**config.mk**
```make
export PLATFORM = sky130hd
export DESIGN_NAME = shift_pattern_sequencer
export DESIGN_NICKNAME = d
export VERILOG_FILES = /design/src/rtl/shift_pattern_pkg.sv /design/src/rtl/shift_pattern_core.sv /design/src/rtl/shift_pattern_sequencer.sv
export SDC_FILE = /design/constraint.sdc
export NUM_CORES = 1
export LEC_CHECK = 0
export CAP_MARGIN = 25
export CORE_AREA = 2 2 69 71
export DETAILED_ROUTE_END_ITERATION = 6
export DIE_AREA = 0 0 71 73
export GPL_TIMING_DRIVEN = 0
export PLACE_DENSITY = 0.8
export SYNTH_ARGS = -nofsm -noshare
export SYNTH_HDL_FRONTEND = slang
export SYNTH_SLANG_ARGS = --single-unit
export TNS_END_PERCENT = 1
```
**constraint.sdc**
```tcl
create_clock -name clk -period 1.77 [get_ports clk]
set_clock_uncertainty 0.05 [all_clocks]
set_input_delay 0.2655 -clock clk [delete_from_list [all_inputs] [get_ports clk]]
set_output_delay 0.2655 -clock clk [all_outputs]
set_load 0.02 [all_outputs]
```
**src/rtl/shift_pattern_pkg.sv**
```systemverilog
// Shared encodings and phase-selection helper for the shift-pattern sequencer.
package shift_pattern_pkg;

  typedef enum logic [1:0] {
    PH_SHL  = 2'd0,
    PH_SHR  = 2'd1,
    PH_ROL  = 2'd2,
    PH_JOHN = 2'd3
  } phase_e;

  typedef enum logic {
    ST_IDLE = 1'b0,
    ST_RUN  = 1'b1
  } state_e;

  typedef struct packed {
    logic   found;
    phase_e ph;
  } phase_sel_t;

  // Lowest enabled phase whose index is >= from; from=4 never matches.
  function automatic phase_sel_t find_phase(input logic [3:0] mask, input logic [2:0] from);
    phase_sel_t r;
    r.found = 1'b0;
    r.ph    = PH_SHL;
    for (int i = 3; i >= 0; i--) begin
      if (i >= int'(from) && mask[i]) begin
        r.found = 1'b1;
        r.ph    = phase_e'(i[1:0]);
      end
    end
    return r;
  endfunction

endpackage

```
**src/rtl/shift_pattern_core.sv**
```systemverilog
// Pattern register: load has priority over a shift; the op selects the shift flavour.
module shift_pattern_core
  import shift_pattern_pkg::*;
#(
  parameter int WIDTH = 16
) (
  input  logic             clk,
  input  logic             rst,
  input  logic             load,
  input  logic             en,
  input  logic [1:0]       op,
  input  logic [WIDTH-1:0] seed,
  output logic [WIDTH-1:0] q
);

  logic [WIDTH-1:0] q_q, q_d, shift_d;

  always_comb begin
    shift_d = q_q;
    case (phase_e'(op))
      PH_SHL:  shift_d = {q_q[WIDTH-2:0], 1'b0};
      PH_SHR:  shift_d = {1'b0, q_q[WIDTH-1:1]};
      PH_ROL:  shift_d = {q_q[WIDTH-2:0], q_q[WIDTH-1]};
      PH_JOHN: shift_d = {q_q[WIDTH-2:0], ~q_q[WIDTH-1]};
      default: shift_d = q_q;
    endcase
  end

  always_comb begin
    q_d = q_q;
    if (load)    q_d = seed;
    else if (en) q_d = shift_d;
  end

  always_ff @(posedge clk) begin
    if (!rst) q_q <= '0;
    else      q_q <= q_d;
  end

  assign q = q_q;

endmodule

```
**src/rtl/shift_pattern_sequencer.sv**
```systemverilog
// Runs each enabled shift phase in ascending order for a programmed step count.
module shift_pattern_sequencer
  import shift_pattern_pkg::*;
#(
  parameter int WIDTH  = 16,
  parameter int STEP_W = 5
) (
  input  logic              clk,
  input  logic              rst,
  input  logic              start,
  input  logic [WIDTH-1:0]  seed,
  input  logic [STEP_W-1:0] steps,
  input  logic [3:0]        mask,
  input  logic              hold,
  input  logic              abort,
  output logic [WIDTH-1:0]  q,
  output logic [1:0]        phase,
  output logic              busy,
  output logic              done
);

  state_e            state_q, state_d;
  phase_e            phase_q, phase_d;
  logic [STEP_W-1:0] cnt_q, cnt_d;
  logic [STEP_W-1:0] steps_q, steps_d;
  logic [3:0]        mask_q, mask_d;
  logic              done_q, done_d;
  logic              load, shift_en;
  phase_sel_t        first_ph, nxt_ph;

  assign first_ph = find_phase(mask, 3'd0);
  assign nxt_ph   = find_phase(mask_q, {1'b0, phase_q} + 3'd1);

  always_comb begin
    state_d  = state_q;
    phase_d  = phase_q;
    cnt_d    = cnt_q;
    steps_d  = steps_q;
    mask_d   = mask_q;
    done_d   = 1'b0;
    load     = 1'b0;
    shift_en = 1'b0;
    case (state_q)
      ST_IDLE: begin
        if (start) begin
          load    = 1'b1;
          steps_d = steps;
          mask_d  = mask;
          if (steps == '0 || mask == 4'd0) begin
            done_d = 1'b1;
          end else begin
            state_d = ST_RUN;
            phase_d = first_ph.ph;
            cnt_d   = '0;
          end
        end
      end
      ST_RUN: begin
        if (abort) begin
          state_d = ST_IDLE;
        end else if (!hold) begin
          shift_en = 1'b1;
          if (cnt_q == steps_q - STEP_W'(1)) begin
            cnt_d = '0;
            // Last phase finishing ends the run on this same edge.
            if (nxt_ph.found) begin
              phase_d = nxt_ph.ph;
            end else begin
              state_d = ST_IDLE;
              done_d  = 1'b1;
            end
          end else begin
            cnt_d = cnt_q + STEP_W'(1);
          end
        end
      end
      default: state_d = ST_IDLE;
    endcase
  end

  always_ff @(posedge clk) begin
    if (!rst) begin
      state_q <= ST_IDLE;
      phase_q <= PH_SHL;
      cnt_q   <= '0;
      steps_q <= '0;
      mask_q  <= '0;
      done_q  <= 1'b0;
    end else begin
      state_q <= state_d;
      phase_q <= phase_d;
      cnt_q   <= cnt_d;
      steps_q <= steps_d;
      mask_q  <= mask_d;
      done_q  <= done_d;
    end
  end

  shift_pattern_core #(.WIDTH(WIDTH)) u_core (
    .clk  (clk),
    .rst  (rst),
    .load (load),
    .en   (shift_en),
    .op   (phase_q),
    .seed (seed),
    .q    (q)
  );

  assign phase = phase_q;
  assign busy  = (state_q == ST_RUN);
  assign done  = done_q;

endmodule
```
# After elaboration in Yosys (flattened, before gate mapping)
# Index checks and enable logic that the tools add are counted.
# W data, S select, Z words.
# op_classes
add_sub_neg	3
order_cmp	4
n_eq_ne	10
n_mux	43
bitwise	2
n_reduce_logical	12
# ops
op	n
$pmux W16 S4	1
$mux W16	2
$mux W5	5
$mux W2	10
$mux W1	17
$mux W3	4
$pmux W5 S2	1
$ne A2 B2 Y1 const B	4
$ge A1 B3 Y1 const A	2
$ge A2 B3 Y1 const A	2
$reduce_and A6 Y1	1
$add A5 B1 Y5 const B	1
$eq A5 B5 Y1	1
$logic_not A5 Y1	1
$sub A5 B1 Y5 const B	1
$eq A2 B2 Y1 const B	2
$logic_and A1 B1 Y1	4
$logic_not A4 Y1	1
$ne A2 B1 Y1 const B	2
$pmux W1 S2	2
$pmux W2 S2	1
$reduce_and A4 Y1	1
$add A2 B1 Y3 const B	1
$eq A2 B1 Y1 const B	1
other kinds (5)	6
# word_totals
regBits	34
inputBits	30
out_inout_bits	20
word_cells	81

# Depth between registers and ports, before layout
# logic_depth
depth_word	12
ltp_mapped	8
mapped_depth_nobuf	7

# Cells and area by module
# Synthesis repeated with hierarchy kept, for this count alone.
# unflattened
cells_unflattened	239
hier_area_um2	1960.6
# modules_own_cells
module	n_inst	cells_each	area_per_inst_um2	seq_area_each_um2
shift_pattern_sequencer	1	127	1023.5	340.3
shift_pattern_core	1	112	937.1	320.3

# Least setup slack after synthesis
# No wires, ideal clock.
# synth_path
path_type	reg-to-reg
start	register steps_q[0]
end	register done_q (netlist: done)
setup_time_ps	67
arrival_time_ps	1769
required_time_ps	1653
path_slack_ps	-117
path_stages_with_launch	8
path_buffers	0
synth_period_minus_slack_ps	1887
cell_sequence	dfxtp_1 inv_1 ha_1 o21ba_1 a22oi_2 o2111ai_2 or3_1 a21oi_2
# synth_via
elab_chain_cells	6
# synth_lines
item	line_no	text
start: declaration	shift_pattern_sequencer.sv:25	logic [STEP_W-1:0] steps_q, steps_d;
start signal: assignment	shift_pattern_sequencer.sv:93	steps_q <= steps_d;
$sub A5 B1 Y5	shift_pattern_sequencer.sv:63	if (cnt_q == steps_q - STEP_W'(1)) begin
$eq A5 B5 Y1	shift_pattern_sequencer.sv:63	
$mux W1	shift_pattern_sequencer.sv:63	
$mux W1	shift_pattern_sequencer.sv:61	end else if (!hold) begin
$mux W1	shift_pattern_sequencer.sv:59	if (abort) begin
$pmux W1 S2	shift_pattern_sequencer.sv:43	case (state_q)
end signal: assignment	shift_pattern_sequencer.sv:95	done_q <= done_d;
end: declaration	shift_pattern_sequencer.sv:27	logic done_q, done_d;
# No other way between the ends.
# A chain may end at the register's enable or synchronous reset.

# Worst setup path after layout
# layout_path
start	input steps[2]
end	register cnt_q[4]
# layout_via
elab_chain_cells	4
# layout_lines
item	line_no	text
start: declaration	shift_pattern_sequencer.sv:12	input logic [STEP_W-1:0] steps,
$logic_not A5 Y1	shift_pattern_sequencer.sv:49	if (steps == '0 || mask == 4'd0) begin
$logic_or A1 B1 Y1	shift_pattern_sequencer.sv:49	
$ne A2 B2 Y1 (no line)	--	
$reduce_and A4 Y1 (no line)	--	
end signal: assignment	shift_pattern_sequencer.sv:92	cnt_q <= cnt_d;
end: declaration	shift_pattern_sequencer.sv:24	logic [STEP_W-1:0] cnt_q, cnt_d;
# No other way between the ends.

==> impl_metrics.csv <==
group,metric,value,unit
clock_network,clock-sinks,33,
power_and_ir_drop,p_leak,0.935,nW
sta,final_max_slew_viol_count,0,
die,die_y,73,µm
die,die_w,71,µm
cells_and_area,utilization,58.3,%
placement,hpwl,3520,µm
placement,gp_congestion,0.848,
worst_setup_path,r2r_cells,7,
synthesis,synth_top_area_share,35.4,%
outcome,outcome,"complete, but fails checks",
worst_setup_path,worstReg2RegEnd,"done$_SDFF_PN0_",
synthesis,ys.flop_type,"dfxtp_1",
global_route,grt_pass1_wl,8030,µm
cells_and_area,drive_gt1_share,13.1,%
clock_network,cts_max_level,2,
clock_network,numCtsBuffers,5,
power_and_ir_drop,seq_power_share,40.2,%
synthesis,synth-seq-cells,33,
power_and_ir_drop,p_per_area,793,nW/µm²
clock_network,cts_tree,"yes",
synthesis,synth_edf_count,0,
synthesis,ys_types,43,
cells_and_area,area_delta_synth_final,41.7,%
synthesis,yosysWarnings,0,
worst_setup_path,crit_required,1.93,ns
worst_setup_path,crit_slowest_cell,"or4_4",
hold_path,whs_path_depth,2,
power_and_ir_drop,switching_share,28.4,%
global_route,grt_pass1_vias,1833,
worst_setup_path,crit_type,"in -> reg",
global_route,grt_max_degree,11,
synthesis,yosys.area.top_type,"dfxtp_1",
hold_path,worstHoldStart,"mask_q[1]$_SDFFE_PN0P_",
route,ant_nets,0,
global_route,antenna_found_initial,0,
power_and_ir_drop,p_int,1.50,mW
sta,fin_crit_sh,101,%
worst_setup_path,path_buf_inv,1,
sta,final.min_clock_period,1.78,ns
worst_setup_path,worstPathCellList,"clkdlybuf4s50_1 > or4_4 > o211a_4 > nor2_4 > nand2_1 > a31oi_1",
synthesis,syn_area,1870,µm²
synthesis,synth_nets,271,
placement,io_buffers,49,
sta,max_slew.worst_pin.slew,0.475,ns
sta,setup_violations,3,
hold_path,whs_endpoint,"mask_q[1]$_SDFFE_PN0P_",
route,avgViaCountPerCell,5.42,
global_route,grt_overflow,0,
die,die_area,5180,µm²
power_and_ir_drop,power_frac_comb,24.6,%
die,design.core.area,4540,µm²
synthesis,async_reset_ff_share,0,%
worst_setup_path,cp_max_fo,6,
synthesis,seq_area_frac_synth,35.4,%
job,max_cap_violations,0,
hold_path,hold_class,"reg -> reg",
sta,rsz0062_at_grt,"true",
route,dr.pass1.iters,4,
power_and_ir_drop,ir_worst_vdd,0.534,mV
clock_network,cts.path.max_buffers,2,
route,routed_wl,4910,µm
route,first_iter_violations,129,
clock_network,clockRootBuffer,"clkbuf_8",
worst_setup_path,cp.arrival,1.94,ns
worst_setup_path,cp-start-kind,"primary input",
sta,timing.final.ws_setup,-0.0128,ns
synthesis,netlist_instances,239,
worst_setup_path,critical-path-top-delay-family,"simple AND/OR/NAND/NOR gates",
route,drc,0,
cells_and_area,fill_cells,401,
power_and_ir_drop,power,2.10,mW
worst_setup_path,cpPeakStageDelay,0.55,ns
worst_setup_path,r2r-start,"steps_q[1]$_SDFFE_PN0P_",
synthesis,avgSynthCellArea,7.81,µm²
sta,relSlewSlack,68.3,%
route,vias,1909,
die,ios,50,
die,initial_utilization,41.2,%
cells_and_area,antenna_cells,0,
synthesis,ys_top_cells_by_area,"dfxtp_1, mux2i_1, a21oi_1",
placement,place_ws,-0.452,ns
global_route,grt_util_all_layers,19.5,%
sta,timing.fmax,0.561,GHz
worst_setup_path,rrSetupSlack,0,ns
sta,hold_violations,0,
outcome,violations,"setup timing",
die,num_rows,25,
clock_network,clkSlewWorstSetupHoldPaths,0.07,ns
power_and_ir_drop,clkPwrFrac,35.2,%
route,wire_per_inst,14.0,µm
clock_network,clk_latency,0.28,ns
cells_and_area,nNetsFinal,329,
power_and_ir_drop,switchingPower,0.595,mW
worst_setup_path,cp-end-kind,"register",
-- flip-flops by register name, summed over array words and instances (netlist names) --
| signal | cells |
|---|---|
| cnt_q | 5 |
| steps_q | 5 |
| u_core.q | 16 |
| phase | 2 |
| busy | 1 |
| done | 1 |
| mask_q | 3 |
-- stage by stage --
step	cells	TNS, ns	cell area, µm²	hold WS (ns)
global route	352	-0.532	2650	0.439
floorplan	239	0	1880	0.344
CTS	352	-0.0335	2620	0.405
global placement	342	-9.29	2440	0.393
detailed placement	342	-10.08	2440	0.396
finish	352	-0.0263	2650	0.404
-- layout by cell type, fill, tap and decap left out, types with 5 or more instances in the layout --
cell type,count
clkdlybuf4s50_1,49
nor2_1,35
dfxtp_1,29
a21oi_1,28
nand2_1,27
a211oi_1,18
mux2i_1,15
clkbuf_1,7
nand4_1,6
clkbuf_8,6
inv_1,5
clkbuf_2,5
-- synthesized netlist by cell type, types with 4 or more instances --
cell,number
xnor2_1,4
a31oi_1,4
mux2i_1,15
a211oi_1,18
nand2_1,27
inv_1,5
dfxtp_1,33
o21ai_0,4
nor3_1,4
nor2_1,36
nand4_1,6
clkbuf_1,13
a21oi_1,29
-- kinds of logic (layout without fill, tap and decap cells) --
| family | after synthesis | count (layout) | share of synthesized area (%) |
|---|---|---|---|
| AOI/OAI and AO/OA | 69 | 69 | 24.6 |
| muxes | 15 | 15 | 8.04 |
| and+or+nand+nor | 91 | 91 | 22.5 |
| adders and majority gates | 2 | 2 | 1.34 |
| buffers and inverters | 23 | 82 | 5.29 |
| xor gates and xnor gates | 6 | 6 | 2.81 |
| DFF | 33 | 33 | 35.4 |
-- final cells by class --
class | instances | area (µm²) | area share, %
Tap cell | 54 | 67.6 | 2.55
Buffer | 16 | 91.3 | 3.45
Sequential cell | 33 | 666 | 25.2
Clock buffer | 7 | 86.3 | 3.26
Inverter | 6 | 22.5 | 0.851
Multi-Input combinational cell | 183 | 1170 | 44.2
Clock inverter | 1 | 30.0 | 1.14
Timing Repair Buffer | 52 | 513 | 19.4
-- what timing repair did --
action	in CTS	in global routing
endpoints found under the setup margin	26	25
resized for setup	14	12
buffers inserted	3	0
pin swaps	3	1
hold buffers	0	0
gates cloned	0	0
-- worst max path at each step --
stage | cells after the start | start | to | slack (ns)
after floorplan | 7 | steps_q[0]$_SDFFE_PN0P_ | done$_SDFF_PN0_ | 0.002
final | 6 | steps[2] | cnt_q[4]$_SDFFE_PN0P_ | -0.01
after detailed placement | 7 | abort | u_core.q[4]$_SDFFE_PN0P_ | -0.45
after global routing | 5 | steps[2] | busy$_SDFF_PN0_ | -0.09
after CTS | 7 | steps_q[1]$_SDFFE_PN0P_ | done$_SDFF_PN0_ | -0.03
after global placement | 7 | abort | u_core.q[3]$_SDFFE_PN0P_ | -0.40
-- power by group through the flow --
stage / clock network [mW] / registers, mW / logic (mW)
floorplan: 0 / 0.888 / 0.257
global placement: 0 / 0.858 / 0.480
detailed placement: 0 / 0.858 / 0.488
CTS: 0.746 / 0.842 / 0.506
global route: 0.790 / 0.850 / 0.564
finish: 0.738 / 0.844 / 0.515
-- tightest hold or removal path, cell delays in order, from the launching register on --
cell	delay, ns
dfxtp_1	0.31
nand2_1	0.05
a21oi_1	0.05
-- per-layer routing --
metal	part of all wire, %	global-route usage [%]
met4	1.5	7.76
met1	45	23.4
met2	47	32.2
met3	7.0	6.77
met5	0	0
Power figures use the tool's default switching activity.
